==> config.mk <==
export PLATFORM = sky130hd
export DESIGN_NAME = prog_seq
export DESIGN_NICKNAME = d
export VERILOG_FILES = /design/src/rtl/prog_seq_pkg.sv /design/src/rtl/prog_counter.sv /design/src/rtl/prog_seq.sv
export SDC_FILE = /design/constraint.sdc
export NUM_CORES = 1
export LEC_CHECK = 0
export CAP_MARGIN = 20
export CORE_UTILIZATION = 50
export DETAILED_ROUTE_END_ITERATION = 16
export GPL_TIMING_DRIVEN = 0
export PLACE_DENSITY = 0.86
export REMOVE_ABC_BUFFERS = 1
export SYNTH_ARGS = -nofsm -noshare
export SYNTH_HDL_FRONTEND = slang
export SYNTH_HIERARCHICAL = 1
export SYNTH_SLANG_ARGS = --single-unit
==> constraint.sdc <==
create_clock -name clk -period 4.08 [get_ports clk]
set_input_delay 0.408 -clock clk [delete_from_list [all_inputs] [get_ports clk]]
set_output_delay 0.408 -clock clk [all_outputs]
set_load 0.005 [all_outputs]
==> src/rtl/prog_seq_pkg.sv <==
// Shared types and constants for the programmable sequencer and its pc sub-block.
package prog_seq_pkg;
    localparam int PC_W  = 10;
    localparam int CNT_W = 16;
    localparam int IR_W  = 9;

    localparam logic [IR_W-1:0] HALT_OP = 9'h1FF;
    localparam logic [2:0]      CMP_OPC = 3'b000;

    typedef enum logic [2:0] {
        ST_IDLE  = 3'd0,
        ST_FETCH = 3'd1,
        ST_EXEC  = 3'd2,
        ST_MEM   = 3'd3,
        ST_HALT  = 3'd4
    } state_e;
endpackage

==> src/rtl/prog_counter.sv <==
// Program counter: clear, jump or increment (wrapping), otherwise hold.
module prog_counter
    import prog_seq_pkg::*;
(
    input  logic            clk,
    input  logic            rst_n,
    input  logic            load_zero,
    input  logic            advance,
    input  logic            jump,
    input  logic [PC_W-1:0] target,
    output logic [PC_W-1:0] pc
);
    localparam logic [PC_W-1:0] PC_ONE = 1;

    logic [PC_W-1:0] pc_q, pc_d;

    always_comb begin
        pc_d = pc_q;
        if (load_zero)    pc_d = '0;
        else if (jump)    pc_d = target;
        else if (advance) pc_d = pc_q + PC_ONE;
    end

    always_ff @(posedge clk or negedge rst_n) begin
        if (!rst_n) pc_q <= '0;
        else        pc_q <= pc_d;
    end

    assign pc = pc_q;
endmodule

==> src/rtl/prog_seq.sv <==
// Fetch/execute/memory sequencer: drives instruction fetch, latches flags on cmp,
// and issues one commit strobe per completed instruction.
module prog_seq
    import prog_seq_pkg::*;
(
    input  logic             clk,
    input  logic             rst_n,
    input  logic             start,
    input  logic [IR_W-1:0]  instr_rdata,
    input  logic             pc_jmp_en,
    input  logic [PC_W-1:0]  jmp_target,
    input  logic             mem_op,
    input  logic [2:0]       alu_flags,
    output logic [PC_W-1:0]  instr_addr,
    output logic [IR_W-1:0]  ir,
    output logic [2:0]       flags_q,
    output logic             reg_wr_gate,
    output logic             dat_wr_gate,
    output logic             done,
    output logic [CNT_W-1:0] cycle_cnt
);
    localparam logic [CNT_W-1:0] CNT_ONE = 1;

    state_e            state_q, state_d;
    logic [IR_W-1:0]   ir_q, ir_d;
    logic [2:0]        flags_d;
    logic [CNT_W-1:0]  cnt_q, cnt_d;

    logic restart, in_exec, is_halt, exec_commit, commit, busy;

    assign restart     = start && (state_q == ST_IDLE || state_q == ST_HALT);
    assign in_exec     = (state_q == ST_EXEC);
    assign is_halt     = (ir_q == HALT_OP);
    assign exec_commit = in_exec && !is_halt && !mem_op;
    assign commit      = exec_commit || (state_q == ST_MEM);
    assign busy        = (state_q == ST_FETCH) || in_exec || (state_q == ST_MEM);

    always_comb begin
        state_d = state_q;
        unique case (state_q)
            ST_IDLE, ST_HALT: if (restart) state_d = ST_FETCH;
            ST_FETCH:         state_d = ST_EXEC;
            ST_EXEC: begin
                if (is_halt)     state_d = ST_HALT;
                else if (mem_op) state_d = ST_MEM;
                else             state_d = ST_FETCH;
            end
            ST_MEM:           state_d = ST_FETCH;
            default:          state_d = ST_IDLE;
        endcase
    end

    always_comb begin
        ir_d    = (state_q == ST_FETCH) ? instr_rdata : ir_q;
        flags_d = flags_q;
        if (restart)                              flags_d = '0;
        else if (in_exec && ir_q[8:6] == CMP_OPC) flags_d = alu_flags;
        cnt_d = cnt_q;
        if (restart)                  cnt_d = '0;
        else if (busy && cnt_q != '1) cnt_d = cnt_q + CNT_ONE;
    end

    always_ff @(posedge clk or negedge rst_n) begin
        if (!rst_n) begin
            state_q <= ST_IDLE;
            ir_q    <= '0;
            flags_q <= '0;
            cnt_q   <= '0;
        end else begin
            state_q <= state_d;
            ir_q    <= ir_d;
            flags_q <= flags_d;
            cnt_q   <= cnt_d;
        end
    end

    // Memory ops defer their commit to MEM so the synchronous data memory has its cycle.
    prog_counter u_pc (
        .clk       (clk),
        .rst_n     (rst_n),
        .load_zero (restart),
        .advance   (commit && !(exec_commit && pc_jmp_en)),
        .jump      (exec_commit && pc_jmp_en),
        .target    (jmp_target),
        .pc        (instr_addr)
    );

    assign ir          = ir_q;
    assign cycle_cnt   = cnt_q;
    assign done        = (state_q == ST_HALT);
    assign reg_wr_gate = commit;
    assign dat_wr_gate = commit;
endmodule

==> impl_metrics.py, run 1 <==
metrics = {
    "die": {
        "core-area_um2": 4060,
        "start_util_pct": 52.9,
        "die_area_um2": 4560,
        "io_pins": 68,
        "rows": 23,
        "die_h_um": 67.5,
        "die_x_um": 67.5,
    },
    "sta": {
        "rsz0062_at_grt": "no",
        "final_max_slew_viol_count": 0,
        "clock.fmax_ghz": 0.415,
        "slew_headroom_pct": 33.4,
        "worstMarginPinSlew_ps": 991,
        "setup_viol": 0,
        "min_period_over_period_pct": 59.0,
        "whs_ps": 13.6,
        "min_period_ps": 2410,
        "tns_ps": 0,
        "fin_skew_ps": 3.89,
        "hold_viol": 0,
        "fin_ws_ps": 1670,
    },
    "clock_tree": {
        "clk_path_buf_depth": 2,
        "cts_tree": "yes",
        "ctsHoldBuffers": 0,
        "cts_resized": 0,
        "cts_setup_buffers": 0,
        "cts.sink_count": 41,
        "clock_latency_ps": 290,
        "cts-buffers-inserted": 5,
        "htreeDepth": 2,
        "root_buffer": "clkbuf_8",
        "clk_pin_slew_ps": 70,
    },
    "critical_path": {
        "worstPathMaxFanout": 3,
        "setup.worst_path.class": "reg -> out",
        "crit_slowest_cell": "nor4_1",
        "crit_path_end_kind": "primary output",
        "worstPathCellList": "nand2_1 > nor4_1 > nor2_1 > o21a_1 > clkdlybuf4s50_1",
        "crit_arrival_ps": 2000,
        "critPathRequiredTime_ps": 3670,
        "worstSetupStartpointType": "register",
        "cp_top_family": "simple AND/OR/NAND/NOR gates",
        "cp_slowest_stage_delay_ps": 490,
        "path_buf_inv": 1,
    },
    "placed_design": {
        "place_area_um2": 2870,
        "port_buffers": 67,
        "pre_cts_ws_ps": 1570,
        "dpl.hpwl_mm": 3.58,
        "place.gp.congestion": 0.748,
        "dp.cells": 325,
    },
    "routing": {
        "first_pass_iters": 4,
        "finalWirelength_mm": 4.97,
        "drt_iter0_drc": 119,
        "drt-wirelength-per-cell_um": 15.0,
        "drtAntennaViolNets": 0,
        "vias": 1944,
        "vias_per_cell": 5.86,
        "drc": 0,
    },
    "logic_synthesis": {
        "async_flop_share_pct": 100,
        "synth_edf_count": 0,
        "syn_area_per_cell_um2": 9.98,
        "netlist_area_um2": 2150,
        "ys_types": 44,
        "yosysWarningCount": 6,
        "ys_seq_elements": 41,
        "synth_cells": 215,
        "yosysSeqAreaShare_pct": 47.8,
        "synth-main-ff-cell": "dfrtp_1",
    },
    "pwr": {
        "ir_worst_vdd_v": 0.000371,
        "leakagePower_nw": 1.16,
        "power.density_nw_per_um2": 568,
    },
    "worst_hold_path": {
        "hp-class": "in -> async",
    },
    "grt": {
        "grt_util_all_layers_pct": 23.5,
        "grt_first_pass_wirelength_mm": 7.89,
        "grt_max_degree": 30,
        "grt_pass1_vias": 1805,
        "antenna_found_initial": 0,
        "grt_remaining_overflow": 0,
    },
    "final_layout": {
        "stdcell_count": 332,
        "drive_above_1_share_pct": 8.87,
        "syn_to_final_growth_pct": 37.6,
        "fin_nets": 311,
        "diodes": 0,
        "design_area_um2": 2950,
    },
    "outcome": {
        "outcome": "finished clean",
    },
    "flow_run": {
        "maxCapViolCount": 0,
    },
}
[kinds of logic (layout without fill, tap and decap cells)]
logic type                 Yosys count  count (layout)  synth area share (%)
AOI/OAI and AO/OA                   44              44                  14.1
xor gates and xnor gates             4               4                  1.63
adders and majority gates            2               2                  1.17
buffers and inverters               15              82                  2.86
DFF                                 41              41                  47.8
muxes                               18              18                  8.98
and+or+nand+nor                     91              91                  23.5
[Yosys cell counts (all sizes together) (2+ instances only)]
library cell  count  share of area [%]
o21a              2               0.70
dfrtp            41                 48
nor3b             2               0.70
nand2b            3               0.87
nor4              4                1.2
nand2            22                3.8
buf               2               0.52
or4              11                3.9
mux2             10                5.2
or3               3               0.99
nand4             8                3.0
o21ai             4               0.93
a21oi            12                2.8
clkbuf            6                1.1
ha                2                1.2
xor2              4                1.6
nand3             8                1.9
nor2             15                2.6
o21bai            2               0.87
a311oi            3                1.2
a211oi            3                1.0
o211ai            3                1.0
o31ai            10                3.5
inv               7                1.2
nor3              7                1.6
mux2i             8                3.7
a31oi             2               0.58
[cell usage in the layout, fill, tap and decap left out, drive strengths merged, types with 3 or more instances in the layout]
cell type / synthesis / routed
nand3: 8 / 8
mux2i: 8 / 8
nor4: 4 / 4
dfrtp: 41 / 41
clkdlybuf4s50: 0 / 66
nor3: 7 / 7
nand2b: 3 / 3
or4: 11 / 11
or3: 3 / 3
nand2: 22 / 22
clkbuf: 6 / 7
mux2: 10 / 10
inv: 7 / 7
a211oi: 3 / 3
o21ai: 4 / 4
xor2: 4 / 4
a21oi: 12 / 12
nor2: 15 / 15
nand4: 8 / 8
a311oi: 3 / 3
o211ai: 3 / 3
o31ai: 10 / 10
[worst paths after layout]
check | from | slack [ps] | end | cells past startpoint
setup reg to reg | ir[4] | 1800 | u_pc/pc[9] | 7
max in group asynchronous | rst_n | 3600 | flags_q[1] | 2
hold / removal | rst_n | 10 | cycle_cnt[2] | 1
hold reg to reg | state_q[2] | 520 | state_q[1] | 1
setup / recovery | ir[4] | 1670 | dat_wr_gate | 5
min in group clk | state_q[2] | 520 | state_q[1] | 1
[worst reg2reg max path: stages (launching register included)]
cell,delay (ps)
dfrtp_1,380
nand2_1,80
nor4_1,490
nor2_1,110
and4b_1,270
nand2b_1,160
or4_2,540
o311a_1,140
[area by class of cell]
cell class                      count  area, um2
Multi-Input combinational cell    159       1060
Clock buffer                        7       86.3
Sequential cell                    41       1030
Tap cell                           50       62.6
Inverter                            7       26.3
Fill cell                         310       1110
Timing Repair Buffer               68        686
[stage by stage]
stage	total power [W]	utilization [%]
floorplan	0.00103	-
global placement	0.00139	70.1
detailed placement	0.00142	70.6
CTS	0.00169	72.7
global route	0.00180	72.7
finish	0.00168	72.7
[flip-flops by register name (all words and copies together) (netlist names)]
name and flops:
state_q 3, u_pc/pc 10, cycle_cnt 16, ir 9, flags_q 3
[per-layer routing]
metal,share of wire [%],track usage [%]
met1,43,28.4
met2,51,39.2
met3,5.7,5.41
met4,0.50,10.9
met5,0,0
[power breakdown]
| part | switching [W] | leakage (nW) | total (W) | internal [W] |
|---|---|---|---|---|
| Clock | 0.000131 | 0.0443 | 0.000266 | 0.000134 |
| Combinational | 0.000278 | 0.588 | 0.000705 | 0.000427 |
| Sequential | 0.000163 | 0.533 | 0.000705 | 0.000542 |
| Total | 0.000572 | 1.16 | 0.00168 | 0.00110 |
(Power assumes the default switching activity.)
==> inputs of run 2 (changes only) <==
Settings changed: CORE_UTILIZATION 50 to 46, PLACE_DENSITY 0.86 to 0.8.
Clock period 4.08 ns to 2.3 ns, I/O delays scaled along.
==> run 2 against run 1 <==
  * First-iteration DRC count decreased by 22%
  * Register-to-register slack got worse by 1700 ps
  * Core utilization shrank 5.4 points
  * Power is 76% higher
  * Clock-buffer cell count grew 1
==> impl_metrics.py, run 2 (synthesis gave the netlist of run 1 again) <==
metrics = {
    "outcome": {
        "outcome": "finished clean",
    },
    "final_layout": {
        "stdcell_count": 336,
        "largest_register_ffs": 16,
        "fin_nets": 312,
        "mostFrequentLayoutCells": "clkdlybuf4s50_1 (66), dfrtp_1 (41), nand2_1 (22)",
        "syn_to_final_growth_pct": 38.6,
        "diodes": 0,
        "final_common_cell": "clkdlybuf4s50_1",
        "drive_above_1_share_pct": 9.15,
        "num-fill-cells": 363,
    },
    "placed_design": {
        "dpl.hpwl_mm": 3.53,
        "place.gp.congestion": 0.740,
        "port_buffers": 67,
        "dp.cells": 327,
    },
    "clock_tree": {
        "htreeDepth": 2,
        "cts_tree": "yes",
        "cts-buffers-inserted": 5,
        "root_buffer": "clkbuf_8",
        "clk_pin_slew_ps": 80,
        "cts.sink_count": 41,
        "clk_path_buf_depth": 2,
        "clock_latency_ps": 280,
    },
    "die": {
        "core-area_um2": 4410,
        "die_x_um": 70.3,
        "start_util_pct": 48.6,
        "rows": 24,
        "die_h_um": 70.3,
        "io_pins": 68,
        "die_area_um2": 4940,
    },
    "critical_path": {
        "worstPathMaxFanout": 12,
        "crit_arrival_ps": 2380,
        "rr_startpoint": "cycle_cnt[9]",
        "cp_top_family": "simple AND/OR/NAND/NOR gates",
        "reg2reg_to": "cycle_cnt[6]",
        "rrSetupSlack_ps": 120,
        "r2r_cells": 4,
        "cp_slowest_stage_delay_ps": 960,
        "crit_path_end_kind": "register",
        "path_buf_inv": 0,
        "critPathRequiredTime_ps": 2500,
        "setup.worst_path.class": "reg -> reg",
        "worstSetupStartpointType": "register",
        "worstPathCellList": "nand4_1 > nor4_2 > nor3_1 > mux2i_1",
        "crit_slowest_cell": "nor4_2",
    },
    "pwr": {
        "leakagePower_nw": 1.17,
        "ir_worst_vdd_v": 0.000760,
        "power.density_nw_per_um2": 994,
    },
    "routing": {
        "drtAntennaViolNets": 0,
        "drt_iter0_drc": 93,
        "finalWirelength_mm": 4.95,
        "vias": 1931,
        "vias_per_cell": 5.75,
        "drc": 0,
        "drt-wirelength-per-cell_um": 14.7,
        "first_pass_iters": 4,
    },
    "grt": {
        "antenna_found_initial": 0,
        "grt_util_all_layers_pct": 20.7,
        "grt_first_pass_wirelength_mm": 8.33,
        "grt_pass1_vias": 1813,
        "grt_max_degree": 27,
        "grt_remaining_overflow": 0,
    },
    "sta": {
        "min_period_over_period_pct": 95.0,
        "hold_viol": 0,
        "worstMarginPinSlew_ps": 989,
        "fin_skew_ps": 5.89,
        "final_max_slew_viol_count": 0,
        "slew_headroom_pct": 33.5,
        "clock.fmax_ghz": 0.458,
        "rsz0062_at_grt": "yes",
        "setup_viol": 0,
        "min_period_ps": 2180,
        "whs_ps": 389,
    },
    "worst_hold_path": {
        "hp-class": "in -> async",
    },
    "flow_run": {
        "maxCapViolCount": 0,
    },
}
run 2: worst max path at each step:
stage	startpoint	endpoint	slack (ps)	cells past startpoint
global route	cycle_cnt[10]	cycle_cnt[9]	-30	4
finish	cycle_cnt[9]	cycle_cnt[6]	120	4
detailed placement	mem_op	u_pc/pc[9]	-40	6
floorplan	cycle_cnt[9]	cycle_cnt[2]	170	4
global placement	cycle_cnt[9]	cycle_cnt[2]	-210	4
CTS	ir[8]	u_pc/pc[9]	9	7
run 2: final cells by class:
type | instances | area, um2 | share of cell area [%]
repair buffers | 69 | 696 | 23.4
multi-input cells | 159 | 1080 | 36.3
inverters | 7 | 26.3 | 0.883
well taps | 52 | 65.1 | 2.19
clock buffers | 8 | 80.1 | 2.69
flip-flops and latches | 41 | 1030 | 34.5
run 2: what timing repair did:
item,CTS,global route
buffers inserted,0,0
hold endpoints to repair,15,0
gates resized for setup,0,3
endpoints found under the setup margin,0,11
hold buffers,1,0
run 2: worst register-to-register path, stage by stage, from the launching register on:
cell and delay, ps:
dfrtp_1 440, nand4_1 330, nor4_2 960, nor3_1 150, mux2i_1 230
run 2: per-stage QoR:
step | util (%) | setup slack (ps) | TNS, ps | area [um2] | total power, W
2_1_floorplan | - | 174 | 0 | 2110 | 0.00182
3_3_place_gp | 64.5 | -215 | -5690 | 2850 | 0.00247
3_5_place_dp | 65.0 | -40.1 | -40.1 | 2870 | 0.00251
4_1_cts | 67.0 | 9.28 | 0 | 2960 | 0.00297
5_1_grt | 67.4 | -26.7 | -38.1 | 2970 | 0.00317
6_report | 67.4 | 115 | 0 | 2970 | 0.00296
run 2: per-layer routing:
layer  GRT usage, %  vias to the layer above  share of wire (%)
met5              0                        -                  0
met4           4.22                        0               0.16
met3           6.06                        2                5.9
met2           35.1                       50                 50
met1           26.2                      930                 44
li1               -                      949                  -
run 2: where the power goes:
group | internal [W] | switching (W) | total, W | leakage (nW)
sequential | 0.000962 | 0.000282 | 0.00124 | 0.533
combinational | 0.000763 | 0.000508 | 0.00127 | 0.599
clock | 0.000216 | 0.000227 | 0.000443 | 0.0395
==> inputs of run 3 (changes only) <==
Settings changed: CORE_MARGIN from default to 1.5.
==> run 3 against run 2 <==
  * Combinational power barely moved
  * Routed wire length fell by 1.7%
  * First-iteration DRC count fell by 12%
  * Power rose by 3.9%
  * Sequential power barely moved
  * Clock skew rose by 0.89 ps
==> impl_metrics.py, run 3 (synthesis gave the netlist of run 1 again) <==
metrics = {
    "placed_design": {
        "dpl.hpwl_mm": 3.54,
        "port_buffers": 67,
        "place.gp.congestion": 0.757,
        "dp.cells": 327,
    },
    "final_layout": {
        "largest_register_ffs": 16,
        "syn_to_final_growth_pct": 40.1,
        "num-fill-cells": 371,
        "mostFrequentLayoutCells": "clkdlybuf4s50_1 (66), dfrtp_1 (41), nand2_1 (22)",
        "final_util_pct": 68.1,
        "fin_nets": 312,
        "stdcell_count": 335,
        "drive_above_1_share_pct": 9.89,
        "diodes": 0,
        "final_common_cell": "clkdlybuf4s50_1",
    },
    "pwr": {
        "power.density_nw_per_um2": 1020,
        "p_sw_share_pct": 33.6,
        "clockPowerShare_pct": 18.3,
        "leakagePower_nw": 1.19,
        "ir_worst_vdd_v": 0.000869,
        "combPwrFrac_pct": 41.1,
        "p_switching_w": 0.00103,
        "seqPwrFrac_pct": 40.6,
        "p_int_w": 0.00204,
    },
    "routing": {
        "first_pass_iters": 4,
        "drt-wirelength-per-cell_um": 14.5,
        "vias": 1898,
        "vias_per_cell": 5.67,
        "drtAntennaViolNets": 0,
        "drc": 0,
        "drt_iter0_drc": 82,
        "finalWirelength_mm": 4.87,
    },
    "critical_path": {
        "worstPathCellList": "nand4_1 > nor4_2 > nor3b_1 > mux2i_1",
        "crit_path_end_kind": "register",
        "setup.worst_path.class": "reg -> reg",
        "crit_slowest_cell": "nor4_2",
        "worstSetupStartpointType": "register",
        "worstPathMaxFanout": 12,
        "critPathRequiredTime_ps": 2470,
        "cp_slowest_stage_delay_ps": 950,
        "crit_arrival_ps": 2310,
    },
    "clock_tree": {
        "cts-buffers-inserted": 5,
        "cts.sink_count": 41,
        "clk_path_buf_depth": 2,
        "clock_latency_ps": 290,
        "cts_tree": "yes",
        "clk_pin_slew_ps": 80,
        "root_buffer": "clkbuf_8",
        "htreeDepth": 2,
    },
    "die": {
        "io_pins": 68,
        "rows": 24,
        "die_h_um": 71.3,
        "core-area_um2": 4410,
        "die_x_um": 71.3,
        "start_util_pct": 48.6,
        "die_area_um2": 5080,
    },
    "sta": {
        "final_max_slew_viol_count": 0,
        "worstMarginPinSlew_ps": 994,
        "fin_skew_ps": 6.78,
        "min_period_ps": 2140,
        "clock.fmax_ghz": 0.468,
        "whs_ps": 418,
        "slew_headroom_pct": 33.2,
        "tns_ps": 0,
        "min_period_over_period_pct": 92.9,
        "rsz0062_at_grt": "yes",
        "setup_viol": 0,
        "hold_viol": 0,
    },
    "grt": {
        "grt_first_pass_wirelength_mm": 8.06,
        "grt_remaining_overflow": 0,
        "grt_max_degree": 24,
        "antenna_found_initial": 0,
        "grt_util_all_layers_pct": 19.7,
        "grt_pass1_vias": 1826,
    },
    "worst_hold_path": {
        "hp-class": "in -> async",
    },
    "outcome": {
        "outcome": "finished clean",
    },
    "flow_run": {
        "maxCapViolCount": 0,
    },
}
-- run 3: area by class of cell --
cell class	instances	area, um2	area share (%)
well taps	52	65.1	2.16
repair buffers	69	703	23.4
flip-flops and latches	41	1030	34.1
inverters	7	26.3	0.874
clock inverters	2	35.0	1.17
multi-input cells	159	1080	36.0
clock buffers	5	68.8	2.29
-- run 3: power by group through the flow --
stage	Clock [W]	Combinational (W)	Sequential, W
after floorplan	0	0.000596	0.00122
after global placement	0	0.00122	0.00125
after detailed placement	0	0.00125	0.00126
after CTS	0.000575	0.00126	0.00125
after global routing	0.000599	0.00138	0.00129
final	0.000562	0.00126	0.00125
-- run 3: path summary, 6_finish.rpt --
check | startpoint | to | slack (ps) | cells after the start
max | cycle_cnt[9] | cycle_cnt[2] | 160 | 4
min in group clk | jmp_target[5] | u_pc/pc[5] | 500 | 3
max reg2reg | cycle_cnt[9] | cycle_cnt[2] | 160 | 4
max in group asynchronous | rst_n | u_pc/pc[1] | 1410 | 3
min | rst_n | cycle_cnt[0] | 420 | 2
min reg2reg | state_q[2] | state_q[1] | 520 | 1
-- run 3: timing repair --
| item | in CTS | in global routing |
|---|---|---|
| setup buffers | 0 | 0 |
| hold buffers | 1 | 0 |
| resized for setup | 0 | 3 |
| setup endpoints to repair | 0 | 12 |
| endpoints found under the hold margin | 18 | 0 |
-- run 3: worst max-delay path, delay by kind of cell (launching register included) --
family / cells / cell delay, ps
multiplexers: 1 / 160
AND/OR/NAND/NOR: 3 / 1410
flip-flops: 1 / 440
-- run 3: per-stage QoR --
step	worst slack, ps	power [W]	area, um2
global placement	-229	0.00247	2850
CTS	0.166	0.00308	2990
global route	-37.7	0.00327	3010
detailed placement	-19.5	0.00251	2880
floorplan	174	0.00182	2110
finish	164	0.00307	3010
-- run 3: per-layer routing --
metal | GRT usage, % | share of wire [%] | vias to the layer above
met5 | 0 | 0 | -
met4 | 6.08 | 0.97 | 0
met3 | 6.05 | 6.0 | 6
met2 | 31.1 | 47 | 48
met1 | 26.2 | 46 | 900
li1 | - | - | 944
